File: config.mk
export PLATFORM = sky130hd
export DESIGN_NAME = time_splitter
export DESIGN_NICKNAME = d
export VERILOG_FILES = /design/src/rtl/time_splitter.sv
export SDC_FILE = /design/constraint.sdc
export NUM_CORES = 1
export LEC_CHECK = 0
export CORE_ASPECT_RATIO = 1.1
export CORE_UTILIZATION = 50
export CTS_CLUSTER_SIZE = 28
export DETAILED_ROUTE_END_ITERATION = 6
export HOLD_SLACK_MARGIN = 0.03
export PLACE_DENSITY_LB_ADDON = 0.3
export SLEW_MARGIN = 10
export SYNTH_ARGS = -nofsm -noshare
export SYNTH_HDL_FRONTEND = slang
export SYNTH_SLANG_ARGS = --single-unit
export TNS_END_PERCENT = 10
File: constraint.sdc
create_clock -name clk -period 3.95 [get_ports clk]
set_input_delay 1.185 -clock clk [delete_from_list [all_inputs] [get_ports clk]]
set_output_delay 1.185 -clock clk [all_outputs]
set_load 0.05 [all_outputs]
File: src/rtl/time_splitter.sv
// Splits a 28-bit seconds count into days/hours/minutes/seconds/weekday
// using one shared restoring divider that produces one quotient bit per cycle.
module time_splitter #(
  parameter int unsigned EPOCH_WDAY = 4
) (
  input  logic        clk,
  input  logic        reset,
  input  logic        start,
  input  logic [27:0] t,
  output logic        busy,
  output logic        done,
  output logic [11:0] days,
  output logic [4:0]  hours,
  output logic [5:0]  minutes,
  output logic [5:0]  seconds,
  output logic [2:0]  weekday
);

  typedef enum logic [2:0] {IDLE, DIV_DAY, DIV_HOUR, DIV_MIN, DIV_WDAY, DONE} state_t;

  state_t      state_q, state_d;
  logic [27:0] dvd_q, dvd_d;
  logic [16:0] rem_q, rem_d;
  logic [27:0] quo_q, quo_d;
  logic [4:0]  cnt_q, cnt_d;
  logic [11:0] day_q, day_d;
  logic [4:0]  hr_q, hr_d;
  logic [5:0]  mn_q, mn_d;
  logic [5:0]  sc_q, sc_d;
  logic [2:0]  wd_q, wd_d;
  logic [11:0] days_q, days_d;
  logic [4:0]  hours_q, hours_d;
  logic [5:0]  minutes_q, minutes_d;
  logic [5:0]  seconds_q, seconds_d;
  logic [2:0]  weekday_q, weekday_d;
  logic        done_q, done_d;

  logic [16:0] divisor;
  logic [17:0] trial;
  logic        take;
  logic [16:0] rem_step;
  logic [27:0] quo_step;

  // One restoring step: the shifted remainder needs 18 bits before the compare.
  always_comb begin
    divisor = 17'd86400;
    case (state_q)
      DIV_HOUR: divisor = 17'd3600;
      DIV_MIN:  divisor = 17'd60;
      DIV_WDAY: divisor = 17'd7;
      default:  divisor = 17'd86400;
    endcase
    trial    = {rem_q, dvd_q[27]};
    take     = (trial >= {1'b0, divisor});
    rem_step = take ? 17'(trial - {1'b0, divisor}) : trial[16:0];
    quo_step = {quo_q[26:0], take};
  end

  always_comb begin
    state_d   = state_q;
    dvd_d     = dvd_q;
    rem_d     = rem_q;
    quo_d     = quo_q;
    cnt_d     = cnt_q;
    day_d     = day_q;
    hr_d      = hr_q;
    mn_d      = mn_q;
    sc_d      = sc_q;
    wd_d      = wd_q;
    days_d    = days_q;
    hours_d   = hours_q;
    minutes_d = minutes_q;
    seconds_d = seconds_q;
    weekday_d = weekday_q;
    done_d    = 1'b0;
    case (state_q)
      IDLE: begin
        if (start) begin
          dvd_d   = t;
          rem_d   = '0;
          quo_d   = '0;
          cnt_d   = 5'd27;
          state_d = DIV_DAY;
        end
      end
      DIV_DAY, DIV_HOUR, DIV_MIN, DIV_WDAY: begin
        dvd_d = {dvd_q[26:0], 1'b0};
        rem_d = rem_step;
        quo_d = quo_step;
        cnt_d = cnt_q - 5'd1;
        if (cnt_q == 5'd0) begin
          // Each stage reloads the dividend left-aligned so bits feed MSB first.
          rem_d = '0;
          quo_d = '0;
          case (state_q)
            DIV_DAY: begin
              day_d   = quo_step[11:0];
              dvd_d   = {rem_step, 11'b0};
              cnt_d   = 5'd16;
              state_d = DIV_HOUR;
            end
            DIV_HOUR: begin
              hr_d    = quo_step[4:0];
              dvd_d   = {rem_step[11:0], 16'b0};
              cnt_d   = 5'd11;
              state_d = DIV_MIN;
            end
            DIV_MIN: begin
              mn_d    = quo_step[5:0];
              sc_d    = rem_step[5:0];
              dvd_d   = {day_q + 12'(EPOCH_WDAY), 16'b0};
              cnt_d   = 5'd11;
              state_d = DIV_WDAY;
            end
            default: begin
              wd_d    = rem_step[2:0];
              cnt_d   = 5'd0;
              state_d = DONE;
            end
          endcase
        end
      end
      DONE: begin
        days_d    = day_q;
        hours_d   = hr_q;
        minutes_d = mn_q;
        seconds_d = sc_q;
        weekday_d = wd_q;
        done_d    = 1'b1;
        state_d   = IDLE;
      end
      default: state_d = IDLE;
    endcase
  end

  always_ff @(posedge clk) begin
    if (!reset) begin
      state_q   <= IDLE;
      dvd_q     <= '0;
      rem_q     <= '0;
      quo_q     <= '0;
      cnt_q     <= '0;
      day_q     <= '0;
      hr_q      <= '0;
      mn_q      <= '0;
      sc_q      <= '0;
      wd_q      <= '0;
      days_q    <= '0;
      hours_q   <= '0;
      minutes_q <= '0;
      seconds_q <= '0;
      weekday_q <= '0;
      done_q    <= 1'b0;
    end else begin
      state_q   <= state_d;
      dvd_q     <= dvd_d;
      rem_q     <= rem_d;
      quo_q     <= quo_d;
      cnt_q     <= cnt_d;
      day_q     <= day_d;
      hr_q      <= hr_d;
      mn_q      <= mn_d;
      sc_q      <= sc_d;
      wd_q      <= wd_d;
      days_q    <= days_d;
      hours_q   <= hours_d;
      minutes_q <= minutes_d;
      seconds_q <= seconds_d;
      weekday_q <= weekday_d;
      done_q    <= done_d;
    end
  end

  // The done cycle is spent back in IDLE, so busy also covers done_q.
  assign busy    = (state_q != IDLE) || done_q;
  assign done    = done_q;
  assign days    = days_q;
  assign hours   = hours_q;
  assign minutes = minutes_q;
  assign seconds = seconds_q;
  assign weekday = weekday_q;

endmodule

### Word level (Yosys, flattened, before mapping)

Cells that the tools add are included.
Widths: inputs -> output; s select.

* register bits after elaboration: 129
* bits of input ports: 31
* output and inout bits: 34
* word-level logic and storage cells: 63

* add/sub/neg operators: 3
* $lt $le $gt $ge: 1
* eq/ne operators: 7
* multiplexer cells: 21
* bitwise logic cells: 1
* reductions and logical operators: 14

Operators by type and width (number)
* $pmux 28 s3: 1
* $mux 28: 2
* $pmux 28 s2: 1
* $mux 17: 3
* $pmux 17 s3: 1
* $pmux 17 s2: 1
* $mux 11: 2
* $pmux 11 s2: 1
* $pmux 5 s2: 2
* $ge 18x17->1: 1
* $sub 17x17->17: 1
* $add 12x3->12 const B: 1
* $reduce_and 3->1: 4
* $mux 5: 2
* $pmux 3 s3: 1
* $eq 3x2->1 const B: 2
* $eq 3x3->1 const B: 2
* $mux 3: 2
* $pmux 3 s2: 1
* $logic_not 5->1: 1
* $sub 5x1->5 const B: 1
* $ne 2x2->1 const B: 2
* $reduce_and 2->1: 2
* $reduce_or 4->1: 1
* 9 further kinds: 9

### Longest topological paths before layout

Gate-level depths: netlist of the first run.

* depth after elaboration: 7
* depth in mapped cells: 15
* mapped depth without buffers: 13

### Worst setup path after synthesis of the first run

OpenSTA, ideal clock, no wires.

* path type: flip-flop to flip-flop
* start: register state_q[1]
* end: register dvd_q[16]
* library setup time: 0.117 ns
* arrival: 3.272 ns
* required time: 3.833 ns
* path slack: 0.561 ns
* stages on the path, launching flop included: 15
* buffers on the path: 3
* clock period less this slack: 3.389 ns
* path through: dfxtp_1 -> buf_2 -> nor2b_1 -> and2_1 -> clkbuf_1 -> clkinv_1 -> ha_1 -> and3_1 -> a221o_2 -> o211ai_4 -> nand2_2 -> buf_6 -> a31o_1 -> a211o_1 -> a22o_1

* cells in the longest elaborated chain, start to end: 7
* elaborated cells between the ends (all ways): 16
* classes of those cells: add/sub (1); order compare (1); eq/ne (5); mux (5); reduce/logical (4)

RTL lines
* from (decl): line 21 `state_t state_q, state_d;`
* from (signal assigned): line 155 `state_q <= state_d;`
* $eq 3x3->1 or $eq 3x2->1 (tied branches): line 47, 76, 95
* $pmux 17 s3: line 47 `case (state_q)`
* $sub 17x17->17 or $ge 18x17->1 (tied branches): line 55, 54
* $mux 17: line 55 `rem_step = take ? 17'(trial - {1'b0, divisor}) : trial[16:0];`
* $pmux 28 s3: line 95 `case (state_q)`
* $mux 28: line 91 `if (cnt_q == 5'd0) begin`
* $pmux 28 s2: line 76 `case (state_q)`
* to (signal assigned): line 156 `dvd_q <= dvd_d;`
* to (decl): line 22 `logic [27:0] dvd_q, dvd_d;`

Several ways; a longest one is shown, not always the timed one.
A chain may end at the register's enable or synchronous reset.

### Worst setup path in the final report of the first run

* start: register state_q[0]
* end: register sc_q[0]

* cells in the longest elaborated chain, start to end: 4
* elaborated cells between the ends (all ways): 10
* classes of those cells: add/sub (1); order compare (1); eq/ne (4); mux (2); reduce/logical (2)

RTL lines
* $eq 3x3->1 (tied with other cells): line 47, 76
* $pmux 17 s3: line 47
* $sub 17x17->17 or $ge 18x17->1 (tied branches): line 55, 54
* $mux 17: line 55
* to (signal assigned): line 146 `sc_q <= '0;`
* to (signal assigned): line 163 `sc_q <= sc_d;`
* to (decl): line 29 `logic [5:0] sc_q, sc_d;`

Several ways; a longest one is shown, not always the timed one.

==> results of run 1 <==
-- cell type report --
type | count | share of cell area
multi-input combinational | 618 | 0.476
clock buffer | 19 | 0.0555
sequential | 129 | 0.317
timing repair buffer | 89 | 0.103
inverter | 11 | 0.00506
clock inverter | 13 | 0.0181
tap | 161 | 0.0247
-- per-stage QoR --
step	setup slack, ns	power [W]
final	0.282	0.00363
after global routing	0.0515	0.00376
after detailed placement	0.147	0.00206
after floorplan	0.561	0.00185
after global placement	0.221	0.00204
after CTS	0.124	0.00363
-- placed cells by master, fill, tap and decap left out, types with 6 or more instances in the layout --
| master | n |
|---|---|
| o221ai_1 | 12 |
| and2_1 | 13 |
| inv_1 | 9 |
| buf_4 | 23 |
| nand2_1 | 163 |
| xnor2_1 | 9 |
| clkbuf_16 | 17 |
| nor2_1 | 47 |
| nor2b_1 | 23 |
| ha_1 | 16 |
| or3_1 | 6 |
| mux2_2 | 7 |
| o31ai_1 | 6 |
| o211a_1 | 6 |
| o21ai_0 | 35 |
| nand3_1 | 23 |
| a22oi_1 | 24 |
| a22o_1 | 8 |
| a21boi_0 | 58 |
| xor2_1 | 10 |
| clkdlybuf4s50_1 | 63 |
| mux2i_1 | 12 |
| inv_6 | 6 |
| dfxtp_1 | 128 |
| a21oi_1 | 33 |
| nor3_1 | 9 |
-- critical path, delay by kind of cell, from the launching register on --
family / cells / cell delay, ns
buffers and inverters: 3 / 0.42
AOI/OAI and AO/OA: 5 / 1.42
adders and majority gates: 2 / 0.57
DFF: 1 / 0.37
and+or+nand+nor: 4 / 0.78
-- kinds of logic after synthesis --
family                   synth area share
AND/OR/NAND/NOR                     0.222
AO/OA/AOI/OAI                       0.259
flip-flops                          0.384
buffers and inverters              0.0408
multiplexers                       0.0358
XOR/XNOR                           0.0248
adder cells (fa/ha/maj)            0.0328
-- flip-flops by register name (all words and copies together) (netlist names), 6 cells and up --
| signal | count |
|---|---|
| seconds | 6 |
| dvd_q | 28 |
| days | 12 |
| quo_q | 11 |
| sc_q | 6 |
| mn_q | 6 |
| rem_q | 17 |
| minutes | 6 |
| day_q | 12 |
-- routing by layer --
metal  GRT usage  vias up  routed length (um)
met5           0        -                   0
met4       0.127        0                 543
met3      0.0418       40                 908
met2       0.512      199                9610
met1       0.364     2991                8490
li1            -     3013                   -
-- power by group through the flow --
stage          Sequential (W)  Combinational (W)  Clock [W]
2_1_floorplan         0.00142           0.000434          0
3_3_place_gp          0.00143           0.000607          0
3_5_place_dp          0.00144           0.000619          0
4_1_cts               0.00141           0.000627    0.00159
5_1_grt               0.00142           0.000691    0.00165
6_report              0.00141           0.000636    0.00158
-- worst min-delay path by stage --
stage                                 from                      end  slack (ns)  depth (start not counted)
finish               hours[0]$_SDFFE_PN0P_    hours[0]$_SDFFE_PN0P_        0.46                          2
global route          mn_q[2]$_SDFFE_PN0P_     mn_q[2]$_SDFFE_PN0P_        0.49                          2
CTS                   days[1]$_SDFFE_PN0P_     days[1]$_SDFFE_PN0P_        0.47                          2
detailed placement    days[1]$_SDFFE_PN0P_     days[1]$_SDFFE_PN0P_        0.46                          2
global placement    quo_q[10]$_SDFFE_PN0P_   day_q[11]$_SDFFE_PN0P_        0.45                          2
floorplan             wd_q[0]$_SDFFE_PN0P_  weekday[0]$_SDFFE_PN0P_        0.44                          2
-- timing repair --
item                                   CTS  global route
setup endpoints to repair                0            26
endpoints found under the hold margin    0             0
gates resized for setup                  0             4
hold buffers                             0             0
==> flow_summary.ini, run 1 <==
[floorplanning]
io_pins = 65
num_rows = 44
dieArea_um2 = 13900
initial_utilization = 0.511
die_h_um = 124
core_area_um2 = 13200
die_w_um = 113

[layout]
regArea_um2 = 2580
drive_gt1_frac = 0.0990
area.growth.synth_to_final_pct = 21.4
fill_cells = 1126
multi_input_area_um2 = 3880
final_net_count = 914
fin_area_um2 = 8150
instances_no_fill = 1040
antenna_cells = 0
post-route-util = 0.620

[synth]
synth_nets = 862
syn_area_um2 = 6720
synthFlopType = dfxtp_1
yosysUniqueCellTypes = 73
synth_edf_count = 0
avgSynthCellArea_um2 = 8.25
synthTopCellsByCount = nand2_1 (163), dfxtp_1 (129), a21boi_0 (58)
netlist_instances = 814
synth_largest_area_cell = dfxtp_1
async_flop_share = 0
ys_ff_latch = 129
synth.top_cell.area_share = 0.384
yosysMostFrequentCell = nand2_1
ys_seq_area_frac = 0.384
yosysWarningCount = 0
yosys-top-cells-area = dfxtp_1 (38%), nand2_1 (9.1%), a21boi_0 (6.5%)

[placement]
dp_cells = 1007
hpwl_um = 13900
io_buffers = 64
routabilityCongestion = 0.948
placed_cell_area_um2 = 7520

[power]
swShare = 0.291
p_int_w = 0.00258
clkPwrFrac = 0.436
vdd.ir_drop.worst_v = 0.000345
power.switching_w = 0.00105
power_density_nw_per_um2 = 445
p_leak_nw = 2.97
power_frac_seq = 0.389
power_frac_comb = 0.175

[global_route]
antenna_found_initial = 0
grt_pass1_vias = 6064
grt-ovfl-total = 0
grt_max_degree = 131
grt_pass1_wl_um = 31700
grt_usage = 0.293

[timing]
finClkSkew_ns = 0.00674
maxSlewViolCount = 0
min_period_ns = 3.67
rsz0062_at_grt = no
totalNegativeSetupSlack_ns = 0
finalHoldWorstSlack_ns = 0.464
hold_viol_final = 0
post-route-period-util = 0.929
worstMarginPinSlew_ns = 1.11
relSlewSlack = 0.263
setup_viol = 0
max_freq_mhz = 273

[clock_network]
cts_buffers = 17
cts.sinks = 129
cts_htree_levels = 4
clkTransAtPathRegs_ns = 0.06
cts_setup_buffers = 0
clockRootBuffer = clkbuf_16
cts.path.max_buffers = 2
clk_latency_ns = 0.41
cts_tree = yes

[worst_setup_path]
r2r-end = sc_q[0]$_SDFFE_PN0P_
start_kind = flop
crit_slowest_cell = a221o_2
crit_end = sc_q[0]$_SDFFE_PN0P_
r2r.worst_path.cells = 14
cp.required_ns = 4.27
setup.worst_path.start = state_q[0]$_SDFFE_PN0P_
critPathArrivalTime_ns = 3.99
cpPeakStageDelay_ns = 0.43
crit_chain = nor2_1, nand2_1, inv_1, ha_1, inv_1, fa_1, a21o_1, a221o_2, o211ai_4, nand2_4, buf_4, a21oi_2, nand2_1, a21boi_0
reg2reg_slack_ns = 0.28
worstPathMaxFanout = 14
endpoint_kind = flop
worstReg2RegStart = state_q[0]$_SDFFE_PN0P_
worstSetupPathType = flop to flop

[min_path]
hp-class = flop to flop

[detailed_routing]
wl_per_cell_um = 18.8
via_per_inst = 6.00
final_antenna_net_count = 0
vias = 6243
firstDrtPassIters = 7
totalWireLength_um = 19600
drtIter0Drc = 518
drc = 0

[status]
outcome = completed

[flow_run]
maxCapViolCount = 0
Power figures use the tool's default switching activity.
==> run 2: changes to the inputs <==
--- a/config.mk
+++ b/config.mk
@@ -7,9 +7,10 @@
 export LEC_CHECK = 0
 export CORE_ASPECT_RATIO = 1.1
 export CORE_UTILIZATION = 50
+export CTS_CLUSTER_DIAMETER = 150
 export CTS_CLUSTER_SIZE = 28
 export DETAILED_ROUTE_END_ITERATION = 6
-export HOLD_SLACK_MARGIN = 0.03
+export HOLD_SLACK_MARGIN = 0.12
 export PLACE_DENSITY_LB_ADDON = 0.3
 export SLEW_MARGIN = 10
 export SYNTH_ARGS = -nofsm -noshare
==> results of run 2 <==
Same layout as run 1: the final DEF is identical, and so are final timing and power.
==> run 3: changes to the inputs <==
--- a/config.mk
+++ b/config.mk
@@ -6,11 +6,11 @@
 export NUM_CORES = 1
 export LEC_CHECK = 0
 export CORE_ASPECT_RATIO = 1.1
-export CORE_UTILIZATION = 50
-export CTS_CLUSTER_DIAMETER = 150
+export CORE_UTILIZATION = 58
 export CTS_CLUSTER_SIZE = 28
 export DETAILED_ROUTE_END_ITERATION = 6
 export HOLD_SLACK_MARGIN = 0.12
+export MAX_ROUTING_LAYER = met4
 export PLACE_DENSITY_LB_ADDON = 0.3
 export SLEW_MARGIN = 10
 export SYNTH_ARGS = -nofsm -noshare
==> flow_summary.ini, run 3 (synthesized netlist as in run 1, its figures left out) <==
[timing]
finClkSkew_ns = 0.00716
rsz0062_at_grt = no
finalHoldWorstSlack_ns = 0.466
hold_viol_final = 0
relSlewSlack = 0.215
post-route-period-util = 0.939
totalNegativeSetupSlack_ns = 0
setup_viol = 0
min_period_ns = 3.71
worst_slack_ns = 0.239
worstMarginPinSlew_ns = 1.18
maxSlewViolCount = 0
max_freq_mhz = 269

[clock_network]
cts.path.max_buffers = 2
cts_setup_buffers = 0
hold_buffers = 0
clk_latency_ns = 0.42
post_cts_resized = 0
cts_htree_levels = 4
cts.sinks = 129
clkTransAtPathRegs_ns = 0.06
cts_tree = yes
cts_buffers = 17
clockRootBuffer = clkbuf_16

[worst_setup_path]
path_common_cell = buf_4
critPathArrivalTime_ns = 4.05
critPathBufInv = 3
start_kind = flop
cp.required_ns = 4.29
crit_slowest_cell = dfxtp_1
path_delay_family = simple AND/OR/NAND/NOR gates
r2r.worst_path.cells = 13
crit_chain = nor2b_1, inv_1, buf_4, nand2_1, ha_1, and4bb_2, and2_1, a221o_1, nor2_1, buf_4, or3_1, nand4b_1, a21oi_1
worstSetupPathType = flop to flop
endpoint_kind = flop
r2r-end = dvd_q[27]$_SDFFE_PN0P_
worstPathMaxFanout = 11
worstReg2RegStart = state_q[1]$_SDFFE_PN0P_
cpPeakStageDelay_ns = 0.54
reg2reg_slack_ns = 0.24

[min_path]
min_to = days[1]$_SDFFE_PN0P_
hp-start = days[1]$_SDFFE_PN0P_
worstHoldPathCells = 2
hp-class = flop to flop

[global_route]
antenna_found_initial = 0
grt_pass1_vias = 6142
grt_usage = 0.354
grt_pass1_wl_um = 32300
grt_max_degree = 55
grt-ovfl-total = 0

[floorplanning]
core_area_um2 = 11100
die_h_um = 115
io_pins = 65
initial_utilization = 0.605
die_w_um = 105
num_rows = 40
dieArea_um2 = 12000

[detailed_routing]
wl_per_cell_um = 19.5
totalWireLength_um = 20100
met2WireLength_um = 9800
drc = 0
wl_met3_um = 1220
final_antenna_net_count = 0
firstDrtPassIters = 7
via_per_inst = 6.16
drtIter0Drc = 589
vias = 6350
top_layer = met4
wl_met1_um = 8320

[layout]
drive_gt1_frac = 0.105
final_net_count = 920
instances_no_fill = 1031
largest_register_ffs = 28
area.growth.synth_to_final_pct = 21.5
antenna_cells = 0
layout_common_cells = nand2_1 (163), dfxtp_1 (129), clkdlybuf4s50_1 (63), a21boi_0 (58), nor2_1 (46)
post-route-util = 0.735
largest-register = dvd_q
top_regs = dvd_q x28, rem_q x17
layout_commonest_cell = nand2_1

[placement]
dp_cells = 999
io_buffers = 64
dp_slack_ns = 0.223
hpwl_um = 14000
routabilityCongestion = 0.920

[power]
power_density_nw_per_um2 = 448
vdd.ir_drop.worst_v = 0.000391
p_leak_nw = 3.01

[status]
outcome = completed

[flow_run]
maxCapViolCount = 0
run 3: worst max path at each step:
stage | to | from | cells past startpoint
6_report | dvd_q[27]$_SDFFE_PN0P_ | state_q[1]$_SDFFE_PN0P_ | 13
5_1_grt | rem_q[4]$_SDFFE_PN0P_ | state_q[1]$_SDFFE_PN0P_ | 14
4_1_cts | dvd_q[21]$_SDFFE_PN0P_ | state_q[1]$_SDFFE_PN0P_ | 14
3_5_place_dp | dvd_q[21]$_SDFFE_PN0P_ | state_q[1]$_SDFFE_PN0P_ | 14
3_3_place_gp | dvd_q[27]$_SDFFE_PN0P_ | state_q[1]$_SDFFE_PN0P_ | 12
2_1_floorplan | dvd_q[16]$_SDFFE_PN0P_ | state_q[1]$_SDFFE_PN0P_ | 14
run 3: area by class of cell:
| cell class | instances | area, um2 |
|---|---|---|
| clock buffer | 17 | 425 |
| clock inverter | 14 | 180 |
| fill | 852 | 2950 |
| inverter | 11 | 41.3 |
| multi-input combinational | 618 | 3870 |
| sequential | 129 | 2580 |
| tap | 147 | 184 |
| timing repair buffer | 95 | 876 |
run 3: through the flow:
stage          total power [W]  cell area, um2
2_1_floorplan          0.00185            6720
3_3_place_gp           0.00203            7530
3_5_place_dp           0.00205            7530
4_1_cts                0.00364            8140
5_1_grt                0.00377            8160
6_report               0.00366            8160
run 3: worst register-to-register path: stages, from the launching register on:
cell and delay (ns):
dfxtp_1 0.54, nor2b_1 0.27, inv_1 0.08, buf_4 0.16
nand2_1 0.27, ha_1 0.35, and4bb_2 0.33, and2_1 0.19
a221o_1 0.40, nor2_1 0.28, buf_4 0.24, or3_1 0.15
nand4b_1 0.18, a21oi_1 0.19
run 3: per-layer routing:
metal,GRT usage,vias to the layer above
li1,-,3016
met2,0.589,266
met1,0.423,3009
met3,0.0584,59
met5,-,-
met4,0.163,0
run 3: power breakdown:
part | internal, W | switching (W) | leakage, nW
Clock | 0.000999 | 0.000612 | 0.296
Sequential | 0.00137 | 0.0000442 | 1.05
Combinational | 0.000230 | 0.000406 | 1.67
Total | 0.00260 | 0.00106 | 3.01
